File: config.mk
export PLATFORM = sky130hd
export DESIGN_NAME = led_pwm_fader_flat
export DESIGN_NICKNAME = d
export VERILOG_FILES = /design/src/rtl/led_pwm_fader_if.sv /design/src/rtl/led_pwm_fader.sv /design/src/flat_wrapper.sv
export SDC_FILE = /design/constraint.sdc
export NUM_CORES = 1
export LEC_CHECK = 0
export CORE_MARGIN = 1.5
export CORE_UTILIZATION = 64
export DETAILED_ROUTE_END_ITERATION = 7
export PLACE_DENSITY_LB_ADDON = 0.1
export SYNTH_ARGS = -nofsm -noshare
export SYNTH_HDL_FRONTEND = slang
export SYNTH_SLANG_ARGS = --single-unit
File: constraint.sdc
create_clock -name clk -period 3.98 [get_ports clk]
set_clock_uncertainty 0.2 [all_clocks]
set_input_delay 0.995 -clock clk [delete_from_list [all_inputs] [get_ports clk]]
set_output_delay 0.995 -clock clk [all_outputs]
set_load 0.02 [all_outputs]
File: src/rtl/led_pwm_fader_if.sv
// led_pwm_fader_if: LED request, fade mode and PWM/busy status bundle
interface led_pwm_fader_if;
   logic [3:0] led_in;
   logic       fade_en;
   logic [3:0] led_out;
   logic [3:0] busy;
   modport master (output led_in, fade_en, input led_out, busy);
   modport slave  (input led_in, fade_en, output led_out, busy);
endinterface

File: src/rtl/led_pwm_fader.sv
// led_pwm_fader: four-channel LED PWM driver with per-channel linear fade
module led_pwm_fader #(
   parameter int unsigned STEP_DIV  = 195_312,
   parameter int unsigned FADE_STEP = 1
) (
   input  logic           clk,
   input  logic           rst_n,
   led_pwm_fader_if.slave bus
);
   typedef enum logic [1:0] {OFF, RISING, ON, FALLING} state_t;
   localparam logic [23:0] DIV_MAX = 24'(STEP_DIV - 1);
   localparam logic [8:0]  STEP9   = 9'(FADE_STEP);
   localparam logic [7:0]  STEP8   = 8'(FADE_STEP);
   logic [3:0]      led_r;
   logic [23:0]     pre_q;
   logic [7:0]      pwm_q;
   logic            step_tick;
   logic [3:0][7:0] duty_q, duty_n;
   state_t          state_q [4];
   state_t          state_n [4];
   logic [3:0]      led_q, busy_q;
   logic [8:0]      up;
   logic [7:0]      dn, sd;
   assign step_tick   = pre_q == DIV_MAX;
   assign bus.led_out = led_q;
   assign bus.busy    = busy_q;
   // Ramping states follow led_r as direction, so a reversal steps the new way at once
   always_comb begin
      duty_n = duty_q;
      up     = '0;
      dn     = '0;
      sd     = '0;
      for (int i = 0; i < 4; i++) begin
         state_n[i] = state_q[i];
         up = {1'b0, duty_q[i]} + STEP9;
         dn = duty_q[i] > STEP8 ? duty_q[i] - STEP8 : 8'd0;
         sd = !step_tick ? duty_q[i] : led_r[i] ? (up[8] ? 8'hff : up[7:0]) : dn;
         if (!bus.fade_en) begin
            duty_n[i]  = {8{led_r[i]}};
            state_n[i] = led_r[i] ? ON : OFF;
         end else if (state_q[i] == OFF || state_q[i] == ON) begin
            state_n[i] = (led_r[i] == (state_q[i] == ON)) ? state_q[i] : led_r[i] ? RISING : FALLING;
         end else begin
            duty_n[i]  = sd;
            state_n[i] = led_r[i] ? (sd == 8'hff ? ON : RISING) : (sd == 8'h00 ? OFF : FALLING);
         end
      end
   end
   always_ff @(posedge clk or negedge rst_n) begin
      if (!rst_n) begin
         led_r  <= '0;
         pre_q  <= '0;
         pwm_q  <= '0;
         duty_q <= '0;
         led_q  <= '0;
         busy_q <= '0;
         for (int i = 0; i < 4; i++) state_q[i] <= OFF;
      end else begin
         led_r  <= bus.led_in;
         pre_q  <= step_tick ? 24'd0 : pre_q + 24'd1;
         pwm_q  <= pwm_q + 8'd1;
         duty_q <= duty_n;
         for (int i = 0; i < 4; i++) begin
            state_q[i] <= state_n[i];
            led_q[i]   <= duty_q[i] > pwm_q;
            busy_q[i]  <= state_n[i] == RISING || state_n[i] == FALLING;
         end
      end
   end
endmodule

File: src/flat_wrapper.sv
// flat-port wrapper written by rule: the top's interface ports become plain ports
module led_pwm_fader_flat 
#(
   parameter int unsigned STEP_DIV  = 195_312,
   parameter int unsigned FADE_STEP = 1
)
  (clk, rst_n, bus_led_in, bus_fade_en, bus_led_out, bus_busy);
  led_pwm_fader_if bus_i ();
  input  logic clk;
  input  logic rst_n;
  input wire logic [$bits(bus_i.led_in)-1:0] bus_led_in;
  input wire logic [$bits(bus_i.fade_en)-1:0] bus_fade_en;
  output wire logic [$bits(bus_i.led_out)-1:0] bus_led_out;
  output wire logic [$bits(bus_i.busy)-1:0] bus_busy;
  assign bus_i.led_in = bus_led_in;
  assign bus_i.fade_en = bus_fade_en;
  assign bus_led_out = bus_i.led_out;
  assign bus_busy = bus_i.busy;
  led_pwm_fader #(.STEP_DIV(STEP_DIV), .FADE_STEP(FADE_STEP)) u_core (.clk(clk), .rst_n(rst_n), .bus(bus_i));
endmodule
==> impl_metrics.json, run 1 <==
{
  "status": "completed",
  "clockBufferDepth": 2,
  "worst_slack_ps": 404,
  "grt_pass1_wl_mm": 30.1,
  "overflow": 0,
  "min-delay-start": "u_core.pwm_q[6]",
  "syn-cell-area_um2": 6800,
  "io_pins": 15,
  "core_um2": 10300,
  "irDropWorstVdd_uv": 189,
  "final_common_cell": "dfrtp_1",
  "antenna_found_initial": 0,
  "die-area_um2": 11300,
  "fp.dieH_um": 106,
  "whs_ps": 290,
  "initial_core_util_pct": 65.9,
  "maxSlewViolCount": 0,
  "sw_frac_of_total_pct": 35.0,
  "row_count": 37,
  "routedWlPerCell_um": 19.4,
  "grt_pass1_vias": 6128,
  "ys_types": 84,
  "avgSynthCellArea_um2": 8.47,
  "tightest_slew_ps": 1030,
  "timing.final.crit_share_pct": 89.8,
  "reg2reg_slack_ps": 400,
  "power_frac_comb_pct": 25.9,
  "grt_util_met1_pct": 45.4,
  "cp-end-kind": "register",
  "setup_viol": 0,
  "mostFrequentLayoutCells": "dfrtp_1, nand2_1, nor2_1",
  "layout-drive-gt1-share_pct": 8.25,
  "grt_max_degree": 83,
  "min_period_ps": 3580,
  "syn_inst": 803,
  "grt_use_met3_pct": 6.32,
  "portBuffers": 14,
  "grt_use_total_pct": 33.4,
  "slew_headroom_pct": 31.2,
  "min_path_type": "register to register",
  "drt.antenna.violating_nets": 0,
  "synthFlopType": "dfrtp_1",
  "clock.fmax_mhz": 280,
  "pwr-share-clk_pct": 28.8,
  "cts_tree": "built",
  "worstPathMaxFanout": 16,
  "hold_path_end": "u_core.pwm_q[6]",
  "drc_errors": 0,
  "cts.sinks": 82,
  "drt-total-wl_mm": 18.0,
  "critPathRequiredTime_ps": 4000,
  "setup_tns_ps": 0,
  "clk_pin_slew_worst_paths_ps": 80,
  "drtPass1Iterations": 5,
  "busiest_layer": "met2",
  "rsz0062_at_grt": "no",
  "dpl_worst_slack_ps": 475,
  "p_int_mw": 1.53,
  "dp_hpwl_mm": 12.3,
  "p_sw_mw": 0.824,
  "numCtsBuffers": 9,
  "crit_type": "register to register",
  "reg2reg_from": "u_core.duty_q[18]",
  "worstPathArrival_ps": 3590,
  "hold_violations": 0,
  "drtIter0Drc": 726,
  "nets": 836,
  "r2r_cells": 7,
  "gr-usage-met2_pct": 51.8,
  "cts-resized-gates": 0,
  "cts_root_buf": "clkbuf_8",
  "reg2reg_to": "u_core.bus.busy[2]",
  "async_reset_ff_share_pct": 100,
  "yosys_register_bits": 82,
  "cap_violations": 0,
  "clk_latency_ps": 360,
  "p_leak_nw": 2.94,
  "area_growth_pct": 5.19,
  "ys_seq_area_share_pct": 30.2,
  "die_x_um": 106,
  "critPathLaunchType": "register",
  "ys_warn_count": 0,
  "vias": 6512,
  "ctsHoldBuffers": 0,
  "total_power_mw": 2.35,
  "synth-edff-count": 0,
  "power.density_nw_per_um2": 329,
  "gp_congestion": 0.967,
  "syn_nets": 856,
  "postCtsSetupBuffers": 0,
  "hold_depth": 1,
  "vias_per_cell": 7.05,
  "h-tree-depth": 3,
  "p_seq_share_pct": 45.3,
  "diodes": 0
}
-- state kept, by name (all words and copies together), names as in the netlist, named ones only --
signal and flops:
u_core.led_r 4, u_core.duty_q 32, u_core.pwm_q 8, u_core.bus.busy 2, u_core.state_q 6, u_core.pre_q 24, u_core.bus.led_out 4
-- synthesized netlist by cell type (5+ instances only) --
cell / count / area, µm²
o21a_1: 5 / 37.5
and2_1: 7 / 43.8
a211oi_1: 7 / 52.6
o22ai_1: 7 / 43.8
or3_1: 7 / 43.8
o21ai_0: 43 / 215
nor4_1: 13 / 81.3
nor3_1: 18 / 90.1
a31o_2: 7 / 61.3
a21o_1: 19 / 143
nor3b_1: 5 / 37.5
dfrtp_1: 82 / 2050
nand2b_1: 13 / 81.3
ha_1: 46 / 576
a31oi_1: 14 / 87.6
nand4_1: 22 / 138
nand2_1: 63 / 236
xor2_1: 16 / 140
inv_1: 27 / 101
and3_1: 10 / 62.6
nor2_1: 58 / 218
nand3_1: 32 / 160
nor2b_1: 6 / 37.5
clkbuf_1: 35 / 131
a22oi_1: 9 / 67.6
xnor2_1: 17 / 149
or4_1: 6 / 45.0
buf_4: 5 / 37.5
o31ai_1: 9 / 67.6
a21oi_1: 49 / 245
buf_2: 11 / 55.1
o211ai_1: 18 / 135
and4_1: 10 / 87.6
-- per-layer routing --
layer / wire length (µm) / vias up
met3: 1620 / 56
met4: 595 / 0
li1: - / 3011
met5: 0 / -
met1: 7570 / 3089
met2: 8180 / 356
-- power groups by stage --
| stage | Clock [mW] | Sequential (mW) | Combinational [mW] |
|---|---|---|---|
| 2_1_floorplan | 0 | 0.970 | 0.529 |
| 3_3_place_gp | 0 | 1.07 | 0.575 |
| 3_5_place_dp | 0 | 1.07 | 0.597 |
| 4_1_cts | 0.690 | 1.05 | 0.602 |
| 5_1_grt | 0.725 | 1.08 | 0.682 |
| 6_report | 0.677 | 1.06 | 0.610 |
-- cell families after synthesis --
logic type                 share of synthesized area, %
AOI/OAI and AO/OA                                  26.0
and+or+nand+nor                                    24.7
adders and majority gates                          8.46
xor gates and xnor gates                           4.25
DFF                                                30.2
muxes                                             0.938
buffers and inverters                              5.46
-- worst max path at each step --
stage / from / end / slack [ps] / cells after the start
after CTS: u_core.pre_q[0] / register / 450 / 8
after detailed placement: u_core.pre_q[0] / register / 470 / 8
after global routing: u_core.duty_q[18] / u_core.state_q[2] / 170 / 7
final: u_core.duty_q[18] / u_core.bus.busy[2] / 400 / 7
after floorplan: u_core.duty_q[8] / register / 1000 / 10
after global placement: u_core.pre_q[0] / u_core.bus.busy[2] / 640 / 8
-- worst max-delay path, stage by stage, from the launching register on --
cell and delay (ps):
dfrtp_1 580, nor4_1 540, mux2_2 400, a2111oi_0 540, a2bb2oi_1 450, nand4_1 190
o41ai_1 430, a211oi_1 100
-- area by class of cell --
type	count	area [µm²]
Timing Repair Buffer	25	220
Fill cell	838	3170
Multi-Input combinational cell	635	4380
Inverter	30	113
Clock buffer	11	141
Clock inverter	5	77.6
Tap cell	136	170
Sequential cell	82	2050
-- metrics by stage --
step | cell area [µm²] | cells | util, %
final | 7150 | 924 | 69.3
after global routing | 7150 | 924 | 69.3
after CTS | 7150 | 924 | 69.3
after detailed placement | 6940 | 908 | 67.2
after global placement | 6940 | 908 | 67.2
after floorplan | 6800 | 803 | -
Power figures use the tool's default switching activity.
==> run 2, diff against run 1 <==
--- a/config.mk
+++ b/config.mk
@@ -8,7 +8,7 @@
 export CORE_MARGIN = 1.5
 export CORE_UTILIZATION = 64
 export DETAILED_ROUTE_END_ITERATION = 7
-export PLACE_DENSITY_LB_ADDON = 0.1
+export PLACE_DENSITY = 0.82
 export SYNTH_ARGS = -nofsm -noshare
 export SYNTH_HDL_FRONTEND = slang
 export SYNTH_SLANG_ARGS = --single-unit
==> impl_metrics.json, run 2 (synthesis results as in run 1) <==
{
  "drt.antenna.violating_nets": 0,
  "h-tree-depth": 3,
  "slew_headroom_pct": 31.4,
  "dpl_worst_slack_ps": 518,
  "maxSlewViolCount": 0,
  "crit_slowest_cell": "and2_1",
  "cap_violations": 0,
  "gp_congestion": 0.960,
  "grt_pass1_wl_mm": 29.7,
  "antenna_found_initial": 0,
  "overflow": 0,
  "mostFrequentLayoutCells": "dfrtp_1, nand2_1, nor2_1",
  "io_pins": 15,
  "drt-total-wl_mm": 17.8,
  "status": "completed",
  "clk_latency_ps": 360,
  "min_period_ps": 3540,
  "row_count": 37,
  "fp.dieH_um": 106,
  "core_um2": 10300,
  "cts-resized-gates": 0,
  "drc_errors": 0,
  "nets": 834,
  "grt_pass1_vias": 6021,
  "grt_max_degree": 83,
  "worst_slack_ps": 437,
  "area_growth_pct": 4.10,
  "largest_reg_flops": 32,
  "portBuffers": 14,
  "min_path_type": "register to register",
  "vias": 6474,
  "layout-drive-gt1-share_pct": 7.90,
  "cts_tree": "built",
  "diodes": 0,
  "cts.sinks": 82,
  "routedWlPerCell_um": 19.3,
  "slowest_delay_ps": 690,
  "postCtsSetupBuffers": 0,
  "final_common_cell": "dfrtp_1",
  "p_leak_nw": 2.89,
  "hold_violations": 0,
  "setup_viol": 0,
  "drtPass1Iterations": 5,
  "cts_root_buf": "clkbuf_8",
  "cp-startpoint": "u_core.pre_q[0]",
  "ctsHoldBuffers": 0,
  "hold_depth": 1,
  "crit_type": "register to register",
  "tightest_slew_ps": 1030,
  "clk_pin_slew_worst_paths_ps": 80,
  "largest-register": "u_core.duty_q",
  "worstPathArrival_ps": 3580,
  "timing.final.crit_share_pct": 89.0,
  "vias_per_cell": 7.03,
  "critPathRequiredTime_ps": 4010,
  "setup_tns_ps": 0,
  "power.density_nw_per_um2": 311,
  "irDropWorstVdd_uv": 231,
  "reg2reg_from": "u_core.pre_q[0]",
  "min-delay-start": "u_core.pwm_q[6]",
  "die_x_um": 106,
  "reg.largest.list": "u_core.duty_q x32, u_core.pre_q x24, u_core.pwm_q x8",
  "cp-end-kind": "register",
  "clockBufferDepth": 2,
  "rsz0062_at_grt": "no",
  "critPathLaunchType": "register",
  "r2r_cells": 8,
  "grt_use_total_pct": 32.8,
  "die-area_um2": 11300,
  "cp_cell_sequence": "ha_1, and4_1, and2_1, nand2_1, o31ai_1, nand4_1, o41ai_2, a31oi_1",
  "dp_hpwl_mm": 12.4,
  "drtIter0Drc": 615,
  "initial_core_util_pct": 65.9,
  "worstPathMaxFanout": 19,
  "numCtsBuffers": 9,
  "clock.fmax_mhz": 282
}
==> run 2: cell types whose count changed in the layout (fill, tap and decap cells not counted), sizes merged <==
cell,before,now
buf,12,10
clkbuf,11,10
bufinv,2,0
clkinvlp,1,3
==> run 2: report_power, final <==
group | total [mW] | switching (mW) | internal, mW | leakage (nW)
Combinational | 0.607 | 0.340 | 0.268 | 1.82
Clock | 0.526 | 0.305 | 0.221 | 0.0742
Sequential | 1.07 | 0.176 | 0.891 | 0.999
==> run 2: worst paths after layout <==
path / to / slack (ps)
max: register / 440
min: u_core.pwm_q[6] / 280
max reg2reg: register / 440
min reg2reg: u_core.pwm_q[6] / 280
max in group asynchronous: u_core.pre_q[10] / 2310
min in group asynchronous: u_core.led_r[1] / 610
==> run 2: final cells by class <==
type                            count  area [µm²]
Multi-Input combinational cell    635        4380
Fill cell                         870        3240
Sequential cell                    82        2050
Timing Repair Buffer               23         205
Tap cell                          136         170
Clock buffer                       10         128
Inverter                           30         113
Clock inverter                      5        32.5
==> run 2: critical path: cells and delay by family (launching register included) <==
family / cells / cell delay, ps
AO/OA/AOI/OAI: 3 / 1010
flip-flops: 1 / 400
AND/OR/NAND/NOR: 4 / 1590
adder cells (fa/ha/maj): 1 / 210
==> run 2: layer usage <==
layer | wire (µm) | global-route usage [%] | vias to the layer above
met5 | 0 | 0 | -
met3 | 1340 | 5.03 | 56
met1 | 7580 | 44.7 | 3093
met4 | 501 | 13.7 | 0
li1 | - | - | 2998
met2 | 8360 | 52.2 | 327
==> run 2: stage by stage <==
step                cells  hold slack, ps  total power [mW]  instance area (µm²)  util (%)
floorplan             803             245              1.50                 6800         -
global placement      906             258              1.64                 6920      67.0
detailed placement    906             267              1.67                 6920      67.0
CTS                   921             277              2.19                 7080      68.6
global route          921             292              2.32                 7080      68.6
finish                921             279              2.20                 7080      68.6
==> run 3, diff against run 2 <==
--- a/config.mk
+++ b/config.mk
@@ -5,10 +5,12 @@
 export SDC_FILE = /design/constraint.sdc
 export NUM_CORES = 1
 export LEC_CHECK = 0
+export CAP_MARGIN = 0
 export CORE_MARGIN = 1.5
 export CORE_UTILIZATION = 64
 export DETAILED_ROUTE_END_ITERATION = 7
 export PLACE_DENSITY = 0.82
+export SLEW_MARGIN = 20
 export SYNTH_ARGS = -nofsm -noshare
 export SYNTH_HDL_FRONTEND = slang
 export SYNTH_SLANG_ARGS = --single-unit
==> impl_metrics.json, run 3 (synthesis results as in run 1) <==
{
  "gp_congestion": 0.960,
  "cp_cell_sequence": "ha_1, and4_1, and2_1, nand2_1, o31ai_1, nand4_1, o41ai_2, a31oi_1",
  "diodes": 0,
  "min_period_ps": 3530,
  "whs_ps": 279,
  "cts-resized-gates": 0,
  "slowest_delay_ps": 690,
  "core_um2": 10300,
  "regArea_um2": 2050,
  "cts_root_buf": "clkbuf_8",
  "setup_tns_ps": 0,
  "total_power_mw": 2.20,
  "worstPathArrival_ps": 3560,
  "clock.fmax_mhz": 283,
  "nets": 834,
  "slew_headroom_pct": 45.2,
  "final_common_cell": "dfrtp_1",
  "fillers": 871,
  "rsz0062_at_grt": "no",
  "setup_viol": 0,
  "status": "completed",
  "p_sw_mw": 0.818,
  "grt_pass1_vias": 6021,
  "area_growth_pct": 4.16,
  "power_frac_comb_pct": 27.6,
  "vias_per_cell": 7.04,
  "crit_slowest_cell": "and2_1",
  "critPathLaunchType": "register",
  "row_count": 37,
  "sw_frac_of_total_pct": 37.2,
  "worstPathMaxFanout": 19,
  "crit_type": "register to register",
  "clk_pin_slew_worst_paths_ps": 80,
  "p_int_mw": 1.38,
  "vias": 6483,
  "cp-end-kind": "register",
  "grt_max_degree": 83,
  "maxSlewViolCount": 0,
  "drc_errors": 0,
  "cap_violations": 0,
  "cts.sinks": 82,
  "routedWlPerCell_um": 19.3,
  "portBuffers": 14,
  "grt_use_total_pct": 32.8,
  "largest_reg_flops": 32,
  "timing.final.crit_share_pct": 88.6,
  "tightest_slew_ps": 822,
  "mostFrequentLayoutCells": "dfrtp_1, nand2_1, nor2_1",
  "h-tree-depth": 3,
  "drtIter0Drc": 654,
  "p_leak_nw": 2.90,
  "dp_hpwl_mm": 12.4,
  "fp.dieH_um": 106,
  "power.density_nw_per_um2": 310,
  "clockBufferDepth": 2,
  "irDropWorstVdd_uv": 230,
  "cts_tree": "built",
  "critPathRequiredTime_ps": 4020,
  "min_path_type": "register to register",
  "layout-drive-gt1-share_pct": 7.90,
  "postCtsSetupBuffers": 0,
  "multi_input_area_um2": 4380,
  "numCtsBuffers": 9,
  "initial_core_util_pct": 65.9,
  "largest-register": "u_core.duty_q",
  "pwr-share-clk_pct": 23.9,
  "reg.largest.list": "u_core.duty_q x32, u_core.pre_q x24, u_core.pwm_q x8",
  "drtPass1Iterations": 6,
  "ctsHoldBuffers": 0,
  "clk_latency_ps": 360,
  "io_pins": 15,
  "drt.antenna.violating_nets": 0,
  "p_seq_share_pct": 48.5,
  "overflow": 0,
  "hold_violations": 0,
  "die_x_um": 106,
  "die-area_um2": 11300,
  "drt-total-wl_mm": 17.7,
  "antenna_found_initial": 0,
  "grt_pass1_wl_mm": 29.7
}
[run 3: layout make-up]
type / instances / area share [%]
multi-input combinational: 635 / 61.8
sequential: 82 / 29.0
timing repair buffer: 23 / 2.95
tap: 136 / 2.40
clock buffer: 10 / 1.80
inverter: 30 / 1.59
clock inverter: 5 / 0.459
[run 3: per-stage QoR]
stage | std cells | instance area [µm²] | setup WS [ps] | util [%]
global placement | 906 | 6920 | 668 | 67.0
CTS | 921 | 7080 | 498 | 68.6
floorplan | 803 | 6800 | 998 | -
finish | 921 | 7080 | 452 | 68.6
global route | 921 | 7080 | 299 | 68.6
detailed placement | 906 | 6920 | 518 | 67.0
[run 3: path summary, 6_finish.rpt]
kind / from / end / slack [ps] / depth (start not counted)
max in group asynchronous: rst_n / u_core.pre_q[22] / 2600 / 1
max: u_core.pre_q[0] / register / 450 / 8
min in group asynchronous: rst_n / u_core.led_r[1] / 470 / 1
max reg2reg: u_core.pre_q[0] / register / 450 / 8
min reg2reg: u_core.pwm_q[6] / u_core.pwm_q[6] / 280 / 1
min: u_core.pwm_q[6] / u_core.pwm_q[6] / 280 / 1
[run 3: layer usage]
metal	track usage, %	up-vias	routed length (µm)
met1	44.7	3124	7550
li1	-	3004	-
met2	52.2	307	8340
met3	5.03	48	1390
met4	13.7	0	466
met5	0	-	0
[run 3: critical path: cells and delay by family (launching register included)]
family	cells	cell delay, ps
AOI/OAI and AO/OA	3	1000
adders and majority gates	1	220
DFF	1	390
and+or+nand+nor	4	1590
[run 3: power groups by stage]
stage | Clock [mW] | Sequential (mW) | Combinational (mW)
finish | 0.525 | 1.07 | 0.607
global route | 0.569 | 1.08 | 0.677
CTS | 0.535 | 1.06 | 0.600
detailed placement | 0 | 1.08 | 0.595
global placement | 0 | 1.07 | 0.573
floorplan | 0 | 0.970 | 0.529
